**src/rtl/teensy_spi_pkg.sv**
```systemverilog
// Shared constants and FSM state type for the Teensy SPI process-image slave.
package teensy_spi_pkg;

   localparam int FRAME_BITS_DEFAULT = 512;

   function automatic int cnt_width(input int frame_bits);
      return $clog2(frame_bits + 2);
   endfunction

   localparam int CNT_W = cnt_width(FRAME_BITS_DEFAULT);

   typedef enum logic [1:0] {
      IDLE  = 2'd0,
      SHIFT = 2'd1,
      CHECK = 2'd2
   } spi_state_t;

endpackage

```
**src/rtl/spi_sync_edge.sv**
```systemverilog
// Multi-flop synchronizer for one SPI pin with a delayed copy and registered
// rise/fall strobes; dly is the level sampled in the same cycle the strobes fire.
module spi_sync_edge #(
   parameter int   STAGES  = 2,
   parameter logic RST_VAL = 1'b0
) (
   input  logic clk,
   input  logic rst_n,
   input  logic din,
   output logic level,
   output logic dly,
   output logic rise,
   output logic fall
);

   logic [STAGES-1:0] sync_q;

   assign level = sync_q[STAGES-1];

   always_ff @(posedge clk or negedge rst_n) begin
      if (!rst_n) begin
         sync_q <= {STAGES{RST_VAL}};
         dly    <= RST_VAL;
         rise   <= 1'b0;
         fall   <= 1'b0;
      end else begin
         sync_q[0] <= din;
         for (int i = 1; i < STAGES; i++) begin
            sync_q[i] <= sync_q[i-1];
         end
         dly  <= level;
         rise <= level & ~dly;
         fall <= ~level & dly;
      end
   end

endmodule

```
**src/rtl/spi_slave_teensy.sv**
```systemverilog
// Mode-0 SPI slave exchanging one FRAME_BITS process image per CS_N frame, fully
// oversampled in CLK. Optional link watchdog built when SPI_WATCHDOG_EN is defined.
module spi_slave_teensy
   import teensy_spi_pkg::*;
#(
   parameter int FRAME_BITS     = FRAME_BITS_DEFAULT,
   parameter int SYNC_STAGES    = 2,
   parameter int TIMEOUT_CYCLES = 1200000
) (
   input  logic                  CLK,
   input  logic                  RESET_N,
   input  logic                  SPI_SCLK,
   input  logic                  SPI_CS_N,
   input  logic                  SPI_MOSI,
   output logic                  SPI_MISO,
   output logic                  SPI_MISO_OE,
   input  logic [FRAME_BITS-1:0] TX_DATA,
   output logic [FRAME_BITS-1:0] RX_DATA,
   output logic                  RX_VALID,
   output logic                  FRAME_ERR,
   output logic                  BUSY,
   output logic                  LINK_TIMEOUT,
   output spi_state_t            dbg_state
);

   localparam int CW = cnt_width(FRAME_BITS);
   localparam int SW = $clog2(SYNC_STAGES + 1);
   localparam logic [CW-1:0] CNT_FULL = CW'(FRAME_BITS);
   localparam logic [CW-1:0] CNT_SAT  = CW'(FRAME_BITS + 1);

   logic sclk_rise, sclk_fall, sclk_lvl_unused, sclk_dly_unused;
   logic cs_rise, cs_fall, cs_lvl, cs_dly_unused;
   logic mosi_dly, mosi_lvl_unused, mosi_rise_unused, mosi_fall_unused;

   spi_sync_edge #(.STAGES(SYNC_STAGES), .RST_VAL(1'b0)) u_sync_sclk (
      .clk(CLK), .rst_n(RESET_N), .din(SPI_SCLK),
      .level(sclk_lvl_unused), .dly(sclk_dly_unused), .rise(sclk_rise), .fall(sclk_fall)
   );

   spi_sync_edge #(.STAGES(SYNC_STAGES), .RST_VAL(1'b1)) u_sync_cs (
      .clk(CLK), .rst_n(RESET_N), .din(SPI_CS_N),
      .level(cs_lvl), .dly(cs_dly_unused), .rise(cs_rise), .fall(cs_fall)
   );

   spi_sync_edge #(.STAGES(SYNC_STAGES), .RST_VAL(1'b0)) u_sync_mosi (
      .clk(CLK), .rst_n(RESET_N), .din(SPI_MOSI),
      .level(mosi_lvl_unused), .dly(mosi_dly), .rise(mosi_rise_unused), .fall(mosi_fall_unused)
   );

   spi_state_t            state;
   logic [FRAME_BITS-1:0] tx_sr;
   logic [FRAME_BITS-1:0] rx_sr;
   logic [CW-1:0]         bit_cnt;
   logic [SW-1:0]         settle_cnt;
   logic                  settled;
   logic                  armed;
   logic                  commit;

   // The synchronizer chain holds reset values, not pin samples, until it has
   // been clocked SYNC_STAGES times; only then may CS_N high arm the slave.
   assign settled   = (settle_cnt == SW'(SYNC_STAGES));
   assign commit    = (state == CHECK) && (bit_cnt == CNT_FULL);
   assign dbg_state = state;

   // RX_VALID: single-cycle strobe, RX_DATA holds the new image from that cycle on;
   // there is no back-pressure, the consumer must take it in that cycle.
   always_ff @(posedge CLK or negedge RESET_N) begin
      if (!RESET_N) begin
         state       <= IDLE;
         tx_sr       <= '0;
         rx_sr       <= '0;
         bit_cnt     <= '0;
         settle_cnt  <= '0;
         armed       <= 1'b0;
         RX_DATA     <= '0;
         RX_VALID    <= 1'b0;
         FRAME_ERR   <= 1'b0;
         BUSY        <= 1'b0;
         SPI_MISO_OE <= 1'b0;
         SPI_MISO    <= 1'b0;
      end else begin
         RX_VALID  <= 1'b0;
         FRAME_ERR <= 1'b0;
         if (!settled) settle_cnt <= settle_cnt + 1'b1;
         if (settled && cs_lvl) armed <= 1'b1;

         case (state)
            IDLE: begin
               if (armed && cs_fall) begin
                  tx_sr       <= TX_DATA;
                  bit_cnt     <= '0;
                  SPI_MISO    <= TX_DATA[0];
                  SPI_MISO_OE <= 1'b1;
                  BUSY        <= 1'b1;
                  state       <= SHIFT;
               end
            end
            SHIFT: begin
               if (cs_rise) begin
                  SPI_MISO    <= 1'b0;
                  SPI_MISO_OE <= 1'b0;
                  BUSY        <= 1'b0;
                  state       <= CHECK;
               end else begin
                  if (sclk_rise) begin
                     rx_sr <= {mosi_dly, rx_sr[FRAME_BITS-1:1]};
                     if (bit_cnt != CNT_SAT) bit_cnt <= bit_cnt + 1'b1;
                  end
                  if (sclk_fall) begin
                     tx_sr    <= tx_sr >> 1;
                     SPI_MISO <= tx_sr[1];
                  end
               end
            end
            CHECK: begin
               if (commit) begin
                  RX_DATA  <= rx_sr;
                  RX_VALID <= 1'b1;
               end else begin
                  FRAME_ERR <= 1'b1;
               end
               state <= IDLE;
            end
            default: state <= IDLE;
         endcase
      end
   end

`ifdef SPI_WATCHDOG_EN
   localparam int WW = $clog2(TIMEOUT_CYCLES + 1);
   logic [WW-1:0] wd_cnt;

   // Reloads on the commit edge itself so LINK_TIMEOUT is already low in the RX_VALID cycle.
   always_ff @(posedge CLK or negedge RESET_N) begin
      if (!RESET_N) begin
         wd_cnt <= WW'(TIMEOUT_CYCLES);
      end else if (commit) begin
         wd_cnt <= WW'(TIMEOUT_CYCLES);
      end else if (wd_cnt != '0) begin
         wd_cnt <= wd_cnt - 1'b1;
      end
   end

   assign LINK_TIMEOUT = (wd_cnt == '0);
`else
   localparam int timeout_unused = TIMEOUT_CYCLES;
   assign LINK_TIMEOUT = 1'b0;
`endif

endmodule

```
**config.mk**
```make
export PLATFORM = sky130hd
export DESIGN_NAME = spi_slave_teensy
export DESIGN_NICKNAME = d
export VERILOG_FILES = /design/src/rtl/teensy_spi_pkg.sv /design/src/rtl/spi_sync_edge.sv /design/src/rtl/spi_slave_teensy.sv
export SDC_FILE = /design/constraint.sdc
export NUM_CORES = 2
export LEC_CHECK = 0
export BUFFER_PORTS_ARGS = -buffer_cell sky130_fd_sc_hd__buf_4
export CORE_MARGIN = 2
export CORE_UTILIZATION = 29
export CTS_BUF_LIST = sky130_fd_sc_hd__clkbuf_8
export DETAILED_ROUTE_END_ITERATION = 10
export GPL_ROUTABILITY_DRIVEN = 0
export SLEW_MARGIN = 20
export SYNTH_ARGS = -nofsm -noshare
export SYNTH_HDL_FRONTEND = slang
export SYNTH_SLANG_ARGS = --single-unit
```
**constraint.sdc**
```tcl
create_clock -name CLK -period 2.02 [get_ports CLK]
set_input_delay 0.303 -clock CLK [delete_from_list [all_inputs] [get_ports CLK]]
set_output_delay 0.303 -clock CLK [all_outputs]
set_load 0.1 [all_outputs]
```
# After elaboration in Yosys (flattened, before gate mapping)
# Index checks and enable logic that the tools add are counted.
[word_totals]
regBits = 1568
in_bits = 517
out_inout_bits = 520
[classes]
addsub = 2
eq_ne = 12
n_mux = 23
n_bitwise = 9
reduce_logical = 12
[ops]
columns = ["cell", "count"]
rows = [
  ["2-to-1 mux 512 bit", 3],
  ["case mux 512 bit (2 select lines)", 1],
  ["2-to-1 mux 10 bit", 4],
  ["case mux 10 bit (2 select lines)", 1],
  ["adder 10 x 1 -> 10 bit (second input constant)", 1],
  ["== test 10 bit (second input constant)", 1],
  ["!= test 10 bit (second input constant)", 1],
  ["2-to-1 mux 1 bit", 9],
  ["AND reduction 3 bit", 3],
  ["!= test 2 x 1 -> 1 bit (second input constant)", 3],
  ["!= test 2 bit (second input constant)", 3],
  ["NOT 1 bit", 5],
  ["AND reduction 5 bit", 1],
  ["bitwise AND 1 bit", 4],
  ["== test 2 bit (second input constant)", 2],
  ["2-to-1 mux 2 bit", 2],
  ["case mux 1 bit (2 select lines)", 2],
  ["case mux 2 bit (2 select lines)", 1],
  ["AND reduction 2 bit", 2],
  ["AND reduction 4 bit", 1],
  ["logical AND 1 bit", 3],
  ["!= test 3 x 1 -> 1 bit (second input constant)", 1],
  ["adder 2 x 1 -> 2 bit (second input constant)", 1],
  ["== test 2 x 1 -> 1 bit (second input constant)", 1],
  ["other kinds (2)", 2],
]

# Depth between registers and ports, before layout
[depth]
word_depth = 5
mapped_depth = 9

# Cells and area by module
# A second synthesis with hierarchy kept.
[hier_totals]
cells_unflattened = 5074
area_unflattened_um2 = 64216.6
[by_module_without_submodules]
columns = ["module", "n_inst", "cells_per_inst", "area_per_inst_um2", "seq_area_each_um2"]
rows = [
  ["spi_slave_teensy", 1, 5053, 63792.4, 38887.3],
  ["spi_sync_edge (u_sync_mosi ...)", 2, 7, 140.1, 125.1],
  ["spi_sync_edge (u_sync_cs)", 1, 7, 143.9, 128.9],
]

# Worst setup path after synthesis
# OpenSTA, ideal clock, no wires.
[synth_timing]
kind = "register -> register"
start = "register state[0], in the netlist dbg_state[0]"
end = "register rx_sr[397]"
setup_time_ns = 0.127
arrival_time_ns = 2.440
required_ns = 1.893
slack_ns = -0.547
stages_incl_launch_ff = 8
n_path_buf = 4
period_less_slack_ns = 2.567
cell_sequence = "dfrtp_1 -> nand2b_1 -> buf_2 -> nor3b_2 -> buf_4 -> buf_6 -> buf_6 -> mux2_1"
[synth_between]
elab_chain_len = 2
[synth_lines]
columns = ["item", "line_no", "rtl"]
rows = [
  ["start, declared", "spi_slave_teensy.sv:50", "spi_state_t state;"],
  ["start signal, assigned", "spi_slave_teensy.sv:69", "state <= IDLE;"],
  ["start signal, assigned", "spi_slave_teensy.sv:95", "state <= SHIFT;"],
  ["start signal, assigned", "spi_slave_teensy.sv:103", "state <= CHECK;"],
  ["== test 2 x 1 -> 1 bit", "spi_slave_teensy.sv:87", "case (state)"],
  ["AND reduction 3 bit (no line)", "-", ""],
  ["end signal, assigned", "spi_slave_teensy.sv:106", "rx_sr <= {mosi_dly, rx_sr[FRAME_BITS-1:1]};"],
  ["end, declared", "spi_slave_teensy.sv:52", "logic [FRAME_BITS-1:0] rx_sr;"],
]
# No other way between the ends.
# A chain may end at the register's enable or synchronous reset.

# Worst setup path after layout
[layout_timing]
start = "register state[0], in the netlist dbg_state[0]"
end = "register rx_sr[353]"
# The elaborated chain is that of the path after synthesis.

==> results.toml <==
[drt]
drt-wirelength-per-cell_um = 21.4
ant_nets = 0
dr_total_vias = 44809
drc = 0
via_per_inst = 4.61
drt_iter0_drc = 2422
wl_mm = 208
drt-pass1-iter-count = 7

[critical_path]
cp-start-kind = "register"
critPathMaxFanout = 9
cp.arrival_ns = 3.01
end_kind = "register"
r2r-end = "rx_sr[353]"
crit_chain = "buf_8, buf_6, nand2b_4, nor3b_4, buf_4, buf_12, buf_16, buf_12, buf_16, mux2_4"
cp_data_required_time_ns = 2.84
max_stage_delay_ns = 0.41
cpMaxStageDelayCell = "dfrtp_4"
path_class = "register to register"
reg2reg_from = "dbg_state[0]"
worst_r2r_path_depth = 10
r2r_setup_slack_ns = -0.17

[hold_path]
hold_path_class = "input port to register"
hold-path-endpoint = "u_sync_mosi.sync_q[0]"
hp-start = "SPI_MOSI"
hold_path_depth = 2

[final_layout]
multi_input_area_um2 = 23100
fill_cells = 18709
nNetsFinal = 7158
layout_common_cells = "dfrtp_1 (1475), buf_4 (911), dlygate4sd3_1 (636)"
final_cell_area_um2 = 97000
final_layout_size_suffix_gt1_frac = 0.398
seq_area_um2 = 39300
syn_to_final_growth_pct = 53.9
finish.utilization = 0.448
layout_commonest_cell = "dfrtp_1"
instances_no_fill = 9727

[cts]
clock_path_buffers = 4
clock_sinks = 1567
clk_latency_ns = 1.05
cts_buffers = 293
cts_tree = "yes"
cts.clk_slew.worst_paths_ns = 0.06
cts_max_level = 5
clockRootBuffer = "clkbuf_8"

[logic_synthesis]
synth.cell_area_um2 = 63000
syn_nets = 5024
synth_seq_area_share = 0.622
ys_warn_count = 0
synth_edf_count = 0
synth_cell_types = 49
synth_cells = 4503
dominantRegCellSynth = "dfrtp_1"
ys_seq_elements = 1567
syn_area_per_cell_um2 = 14.0
async_flop_share = 1.00

[global_route]
grt_max_degree = 103
antenna_found_initial = 32
grt-ovfl-total = 0
grt_first_pass_wirelength_mm = 296
grt_pass1_vias = 47390
grt.total_usage = 0.174

[sta]
slew_headroom = 0.625
setup_violations = 1022
holdWs_ns = 0.119
period_share = 1.08
rsz0062_at_grt = "true"
clock.fmax_mhz = 457
final.setup.tns_ns = -54.44
finClkSkew_ns = 0.109
period_needed_ns = 2.19
slew_viol_final = 0
hold_viol_final = 0
fin_ws_ns = -0.168
tightestPinTransition_ns = 0.562

[run]
maxCapViolations = 0

[placed_design]
port_buffers = 1035
dp_cells = 8406
postPlaceCellArea_um2 = 75900
place_hpwl_mm = 134

[run_status]
status = "complete, but fails checks"
violations = "negative setup slack"

[power_and_ir_drop]
power.density_nw_per_um2 = 915
leakage_uw = 0.0471
irDropWorstVdd_mv = 0.857

[die]
die_w_um = 470
core_um2 = 217000
start_util = 0.291
die_y_um = 470
dieArea_um2 = 221000
rows = 171
io_pins = 1037
[sequential cells by signal (all words and copies together), names as in the netlist, 2 cells and up]
| signal | cells |
|---|---|
| u_sync_mosi.sync_q | 2 |
| bit_cnt | 10 |
| dbg_state | 2 |
| rx_sr | 512 |
| u_sync_cs.sync_q | 2 |
| tx_sr | 511 |
| u_sync_sclk.sync_q | 2 |
| settle_cnt | 2 |
| RX_DATA | 512 |
[routing by layer]
metal  vias to the layer above  share of wire  track usage
met5                         -        0.00033            0
met4                        12          0.041       0.0744
met3                       431          0.059       0.0439
met2                      1545           0.50        0.296
met1                     22642           0.40        0.207
li1                      20179              -            -
[critical path, delay by kind of cell, from the launching register on]
family                 cells  cell delay [ns]
flip-flops                 1             0.41
AND/OR/NAND/NOR            2             0.27
buffers and inverters      7             1.01
multiplexers               1             0.31
[worst max-delay path by stage]
stage / end / slack, ns / startpoint
final: rx_sr[353] / -0.17 / dbg_state[0]
after global routing: RX_DATA[381] / -0.27 / bit_cnt[8]
after CTS: dbg_state[0] / -0.19 / dbg_state[0]
after detailed placement: RX_DATA[326] / -0.17 / bit_cnt[7]
after global placement: RX_DATA[327] / -0.20 / bit_cnt[7]
after floorplan: rx_sr[437] / -0.04 / dbg_state[1]
[synthesized netlist by cell type, drive strengths merged, types with 3 or more instances]
library cell | number | area share
a31oi | 3 | 0.00030
a41oi | 4 | 0.00056
o21ai | 517 | 0.041
nand3 | 6 | 0.00048
nor2b | 5 | 0.00050
and4 | 3 | 0.00042
buf | 233 | 0.029
mux2i | 511 | 0.081
dfrtp | 1564 | 0.62
mux2 | 1025 | 0.18
inv | 8 | 0.00048
o22ai | 3 | 0.00040
dfstp | 3 | 0.0013
nor2 | 6 | 0.00036
o31ai | 4 | 0.00048
nand2 | 514 | 0.031
nand2b | 3 | 0.00030
ha | 4 | 0.00079
nor3b | 4 | 0.00064
a21oi | 4 | 0.00032
clkbuf | 56 | 0.0033
[kinds of logic after synthesis]
group / share of synthesized area
XOR/XNOR: 0.000139
adder cells (fa/ha/maj): 0.000794
flip-flops: 0.622
multiplexers: 0.264
AND/OR/NAND/NOR: 0.0354
buffers and inverters: 0.0333
other: 0.0000595
AO/OA/AOI/OAI: 0.0438
[repair_timing]
action | in CTS | in global routing
hold buffers | 637 | 0
pin swaps | 0 | 45
endpoints found under the hold margin | 2082 | 0
cloned | 16 | 65
resized for setup | 1230 | 397
setup buffers | 35 | 43
endpoints found under the setup margin | 1076 | 1717
[power breakdown]
group / switching, uW / internal [uW] / leakage, uW
Combinational: 9330 / 9080 / 0.0229
Clock: 13700 / 16900 / 0.00331
Sequential: 3410 / 36400 / 0.0209
[through the flow]
step	setup WS, ns	power (uW)
2_1_floorplan	-0.0414	48700
3_3_place_gp	-0.202	54400
3_5_place_dp	-0.172	55100
4_1_cts	-0.189	87100
5_1_grt	-0.273	93600
6_report	-0.168	88800
[cell type report]
type                            instances  share of cell area
Sequential cell                      1567               0.405
Timing Repair Buffer                 2119               0.257
Multi-Input combinational cell       2638               0.238
Clock buffer                          357              0.0506
Tap cell                             2854              0.0368
Clock inverter                        142             0.00864
Timing Repair inverter                  9             0.00245
Antenna cell                           32            0.000825
Inverter                                9            0.000619
Power figures use the tool's default switching activity.
